===== src/rtl/tbus_arbiter.sv =====
// Two-master round-robin arbiter for the single Trinity bus memory channel.
// One transaction is in flight at a time; its completion is routed back to the owning master.
module tbus_arbiter #(
    parameter int ADDR_W  = 64,
    parameter int DATA_W  = 64,
    parameter int MASK_W  = 64,
    parameter int OPT_W   = 2,
    parameter int TIMEOUT = 1023
) (
    input  logic              clock,
    input  logic              reset,

    input  logic              m0_index_valid,
    output logic              m0_index_ready,
    input  logic [ADDR_W-1:0] m0_index,
    input  logic [DATA_W-1:0] m0_write_data,
    input  logic [MASK_W-1:0] m0_write_mask,
    input  logic [OPT_W-1:0]  m0_operation_type,
    output logic [DATA_W-1:0] m0_read_data,
    output logic              m0_operation_done,

    input  logic              m1_index_valid,
    output logic              m1_index_ready,
    input  logic [ADDR_W-1:0] m1_index,
    input  logic [DATA_W-1:0] m1_write_data,
    input  logic [MASK_W-1:0] m1_write_mask,
    input  logic [OPT_W-1:0]  m1_operation_type,
    output logic [DATA_W-1:0] m1_read_data,
    output logic              m1_operation_done,

    output logic              tbus_index_valid,
    input  logic              tbus_index_ready,
    output logic [ADDR_W-1:0] tbus_index,
    output logic [DATA_W-1:0] tbus_write_data,
    output logic [MASK_W-1:0] tbus_write_mask,
    output logic [OPT_W-1:0]  tbus_operation_type,
    input  logic [DATA_W-1:0] tbus_read_data,
    input  logic              tbus_operation_done,

    output logic              busy,
    output logic              timeout_err
);

    typedef enum logic [1:0] {IDLE, REQ, WAIT} state_t;

    state_t      state;
    state_t      state_next;
    logic        rr_ptr;
    logic        owner;
    logic        winner;
    logic        grant;
    logic        complete;
    logic [31:0] wait_cnt;

    // Winner selection: a lone requester always wins, rr_ptr breaks ties.
    always_comb begin
        grant  = 1'b0;
        winner = 1'b0;
        if (state == IDLE) begin
            grant = m0_index_valid | m1_index_valid;
            if (m0_index_valid && m1_index_valid) begin
                winner = rr_ptr;
            end else begin
                winner = m1_index_valid;
            end
        end
    end

    assign m0_index_ready   = grant & ~winner;
    assign m1_index_ready   = grant & winner;
    assign tbus_index_valid = (state == REQ);
    assign busy             = (state != IDLE);

    // A zero-wait slave may finish in the same cycle it takes the request.
    assign complete = tbus_operation_done &&
                      ((state == WAIT) || (state == REQ && tbus_index_ready));

    always_comb begin
        state_next = state;
        case (state)
            IDLE: if (grant) state_next = REQ;
            REQ: begin
                if (complete) begin
                    state_next = IDLE;
                end else if (tbus_index_ready) begin
                    state_next = WAIT;
                end
            end
            WAIT: if (complete) state_next = IDLE;
            default: state_next = IDLE;
        endcase
    end

    always_ff @(posedge clock) begin
        if (reset) begin
            state <= IDLE;
        end else begin
            state <= state_next;
        end
    end

    always_ff @(posedge clock) begin
        if (reset) begin
            owner               <= 1'b0;
            tbus_index          <= '0;
            tbus_write_data     <= '0;
            tbus_write_mask     <= '0;
            tbus_operation_type <= '0;
        end else if (grant) begin
            owner               <= winner;
            tbus_index          <= winner ? m1_index          : m0_index;
            tbus_write_data     <= winner ? m1_write_data     : m0_write_data;
            tbus_write_mask     <= winner ? m1_write_mask     : m0_write_mask;
            tbus_operation_type <= winner ? m1_operation_type : m0_operation_type;
        end
    end

    always_ff @(posedge clock) begin
        if (reset) begin
            rr_ptr            <= 1'b0;
            m0_read_data      <= '0;
            m1_read_data      <= '0;
            m0_operation_done <= 1'b0;
            m1_operation_done <= 1'b0;
        end else begin
            m0_operation_done <= complete & ~owner;
            m1_operation_done <= complete & owner;
            if (complete) begin
                rr_ptr <= ~owner;
                if (owner) begin
                    m1_read_data <= tbus_read_data;
                end else begin
                    m0_read_data <= tbus_read_data;
                end
            end
        end
    end

    // Timeout only flags the stall; the transaction keeps waiting for its slave.
    always_ff @(posedge clock) begin
        if (reset) begin
            wait_cnt    <= '0;
            timeout_err <= 1'b0;
        end else if (complete) begin
            wait_cnt <= '0;
        end else if (state == WAIT) begin
            if (wait_cnt != '1) begin
                wait_cnt <= wait_cnt + 32'd1;
            end
            if (TIMEOUT != 0 && (wait_cnt + 32'd1) >= 32'(TIMEOUT)) begin
                timeout_err <= 1'b1;
            end
        end
    end

endmodule


===== config.mk =====
export PLATFORM = sky130hd
export DESIGN_NAME = tbus_arbiter
export DESIGN_NICKNAME = d
export VERILOG_FILES = /design/src/rtl/tbus_arbiter.sv
export SDC_FILE = /design/constraint.sdc
export NUM_CORES = 1
export LEC_CHECK = 0
export ABC_AREA = 0
export CORE_AREA = 2 2 307 309
export DETAILED_ROUTE_END_ITERATION = 16
export DIE_AREA = 0 0 309 311
export GPL_ROUTABILITY_DRIVEN = 1
export PLACE_DENSITY = 0.43
export SETUP_SLACK_MARGIN = 0.15
export SLEW_MARGIN = 20
export SYNTH_ARGS = -nofsm -noshare
export SYNTH_HDL_FRONTEND = slang
export SYNTH_SLANG_ARGS = --single-unit

===== constraint.sdc =====
create_clock -name clock -period 6 [get_ports clock]
set_input_delay 1.2 -clock clock [delete_from_list [all_inputs] [get_ports clock]]
set_output_delay 1.2 -clock clock [all_outputs]
set_load 0.05 [all_outputs]

==> results.sh <==
export IMPL_critical_path_max_stage_delay_ns=0.88
export IMPL_grt_max_degree=184
export IMPL_rr_startpoint="state[1]"
export IMPL_root_buffer="clkbuf_16"
export IMPL_crit_slowest_cell="clkdlybuf4s50_1"
export IMPL_clock_latency_ns=0.58
export IMPL_syn_inst=1553
export IMPL_seqCellArea_sq_um=7227
export IMPL_h_tree_depth=2
export IMPL_whs_endpoint="m0_read_data[7]"
export IMPL_hpwlAfterDp_um=56060
export IMPL_syn_avg_cell_area_sq_um=8.882
export IMPL_clock_sinks=361
export IMPL_synthArstFlopShare=0
export IMPL_finalHoldViolCount=0
export IMPL_ys_seq_area_frac=0.5239
export IMPL_worst_r2r_cell_count=7
export IMPL_max_cap_violations=0
export IMPL_antenna_found_initial=25
export IMPL_fin_crit_sh=0.7335
export IMPL_crit_chain="clkdlybuf4s50_1, and3_4, clkdlybuf4s50_1"
export IMPL_r2r_end="m0_read_data[52]"
export IMPL_fillers=9926
export IMPL_clk_pin_slew_ns=0.05
export IMPL_fmax_mhz=227.2
export IMPL_gr_usage_all_layers=0.1489
export IMPL_coreArea_sq_um=92770
export IMPL_crit_type="in -> out"
export IMPL_clock_skew_ns=0.01490
export IMPL_p_per_area_nw_per_um2=293.1
export IMPL_syn_nets=2013
export IMPL_cp_arrival_ns=3.20
export IMPL_fin_setup_tns_ns=0
export IMPL_ctsResizeCount=0
export IMPL_wl_per_cell_um=21.38
export IMPL_path_common_cell="clkdlybuf4s50_1"
export IMPL_io_pins=787
export IMPL_leakage_nw=8.298
export IMPL_fp_dieW_um=309
export IMPL_routed_via_density=4.314
export IMPL_start_util=0.1487
export IMPL_relSlewSlack=0.1856
export IMPL_yosys_warnings=0
export IMPL_ant_nets=0
export IMPL_synth_main_ff_cell="dfxtp_1"
export IMPL_placed_area_sq_um=22800
export IMPL_grt_pass1_vias=15026
export IMPL_whs_path_depth=2
export IMPL_post_route_min_period_ns=4.401
export IMPL_required_ns=4.80
export IMPL_crit_path_end_kind="output pin"
export IMPL_cts_tree="done"
export IMPL_drtPass1Iterations=10
export IMPL_multi_input_area_sq_um=5934
export IMPL_synthesis_area_sq_um=13790
export IMPL_rows=112
export IMPL_status="complete, no violations"
export IMPL_route_vias_total=15316
export IMPL_area_growth_pct=77.49
export IMPL_ir_drop_uv=224.2
export IMPL_layout_cells_non_filler=3550
export IMPL_synth_edf_count=0
export IMPL_hold_buffers=0
export IMPL_finalMaxSlewViolations=0
export IMPL_start_kind="input port"
export IMPL_setup_viol=0
export IMPL_crit_path_max_fanout=24
export IMPL_overflow=0
export IMPL_hp_class="reg -> reg"
export IMPL_drive_gt1_frac=0.05024
export IMPL_rsz0062_at_grt="no"
export IMPL_grt_first_pass_wirelength_um=106500
export IMPL_synth_cell_types=51
export IMPL_reg2reg_slack_ns=3.13
export IMPL_fin_nets=2713
export IMPL_post_cts_buffers=0
export IMPL_final_area_sq_um=24480
export IMPL_hold_start="m0_read_data[7]"
export IMPL_die_area_sq_um=96100
export IMPL_cts_buffers=47
export IMPL_worst_slew_pin_transition_ns=1.222
export IMPL_drc=0
export IMPL_drt_iter0_markers=1769
export IMPL_clock_path_buffers=3
export IMPL_utilization=0.2639
export IMPL_ys_ff_latch=361
export IMPL_p_total_mw=7.175
export IMPL_dp_cells=3456
export IMPL_portBuffers=786
export IMPL_finalWirelength_um=75880
export IMPL_place_gp_congestion=0.9011
export IMPL_die_y_um=311
-- area by class of cell --
| cell class | instances | share of cell area |
|---|---|---|
| Tap cell | 1254 | 0.06409 |
| Sequential cell | 361 | 0.2952 |
| Multi-Input combinational cell | 1032 | 0.2424 |
| Inverter | 6 | 0.0009200 |
| Clock buffer | 74 | 0.06005 |
| Timing Repair Buffer | 805 | 0.3301 |
| Antenna cell | 7 | 0.0007155 |
| Clock inverter | 11 | 0.006491 |
-- flip-flops by register name (all words and copies together) (netlist names) --
register             count
wait_cnt                32
tbus_write_data         64
m1_read_data            64
m0_operation_done        1
tbus_write_mask         64
owner                    1
m1_operation_done        1
tbus_index              64
rr_ptr                   1
tbus_operation_type      2
state                    2
m0_read_data            64
timeout_err              1
-- cells in the mapped netlist (all sizes together), types with 2 or more instances --
| cell type | n | share of area |
|---|---|---|
| o22ai | 3 | 0.0014 |
| a211oi | 6 | 0.0033 |
| nand3 | 30 | 0.012 |
| inv | 6 | 0.0016 |
| a2111oi | 2 | 0.0013 |
| a31oi | 4 | 0.0018 |
| mux2i | 2 | 0.0015 |
| and4 | 5 | 0.0032 |
| nand4b | 2 | 0.0013 |
| ha | 2 | 0.0018 |
| nor4 | 8 | 0.0045 |
| nand2 | 277 | 0.076 |
| or2 | 2 | 0.00091 |
| o31ai | 2 | 0.0011 |
| clkbuf | 121 | 0.034 |
| nand4 | 20 | 0.010 |
| dfxtp | 361 | 0.52 |
| and2 | 6 | 0.0029 |
| nor2 | 242 | 0.066 |
| o31a | 3 | 0.0019 |
| a222oi | 194 | 0.14 |
| or3 | 3 | 0.0014 |
| nor2b | 2 | 0.00091 |
| nand2b | 7 | 0.0032 |
| xor2 | 27 | 0.017 |
| nor3 | 11 | 0.0044 |
| o21ai | 7 | 0.0025 |
| a21oi | 137 | 0.050 |
| buf | 33 | 0.014 |
| and3 | 8 | 0.0037 |
| xnor2 | 8 | 0.0051 |
| or4 | 6 | 0.0035 |
-- routing by layer --
layer	up-vias	track usage	wire (um)	part of all wire
li1	7111	-	-	-
met5	-	0	197	0.0026
met3	151	0.07710	9747	0.13
met2	733	0.2393	34980	0.46
met4	32	0.06222	3026	0.040
met1	7289	0.1639	27930	0.37
-- worst max path at each step --
stage / slack [ns] / to / startpoint
floorplan: 2.45 / m1_index_ready / m0_index_valid
finish: 1.60 / m0_index_ready / m0_index_valid
global placement: 1.58 / m0_index_ready / m0_index_valid
global route: 1.53 / m0_index_ready / m0_index_valid
detailed placement: 1.60 / m0_index_ready / m0_index_valid
CTS: 1.59 / m0_index_ready / m0_index_valid
-- through the flow --
stage | setup slack, ns | hold slack, ns
after floorplan | 2.446 | 0.4503
after global placement | 1.575 | 0.4421
after detailed placement | 1.597 | 0.4461
after CTS | 1.588 | 0.4537
after global routing | 1.529 | 0.4678
final | 1.599 | 0.4511
-- power breakdown --
| part | switching (mW) | internal (mW) |
|---|---|---|
| Combinational | 0.944 | 0.642 |
| Clock | 1.13 | 1.84 |
| Sequential | 0.0846 | 2.53 |
| Total | 2.16 | 5.02 |
-- worst max-delay path: cells and delay by family --
| kind | cells | cell delay, ns |
|---|---|---|
| buf+inv | 2 | 1.49 |
| simple gates | 1 | 0.49 |
-- layout by cell type (no fill, tap or decap), types with 15 or more instances in the layout --
cell	n
a21oi_1	137
a222oi_1	194
clkbuf_16	49
clkbuf_8	15
clkdlybuf4s50_1	785
dfxtp_1	361
nand2_1	276
nand3_1	29
nand4_1	18
nor2_1	240
xor2_1	27
-- kinds of logic after synthesis --
kind of cell / count (synthesis) / share of synthesized area
compound gates: 361 / 0.2055
xor+xnor: 35 / 0.02222
fa+ha+maj: 2 / 0.001814
buf+inv: 160 / 0.04971
flops: 361 / 0.5239
mux: 2 / 0.001451
simple gates: 632 / 0.1954
Note: power is estimated with default switching activity, not from simulation.
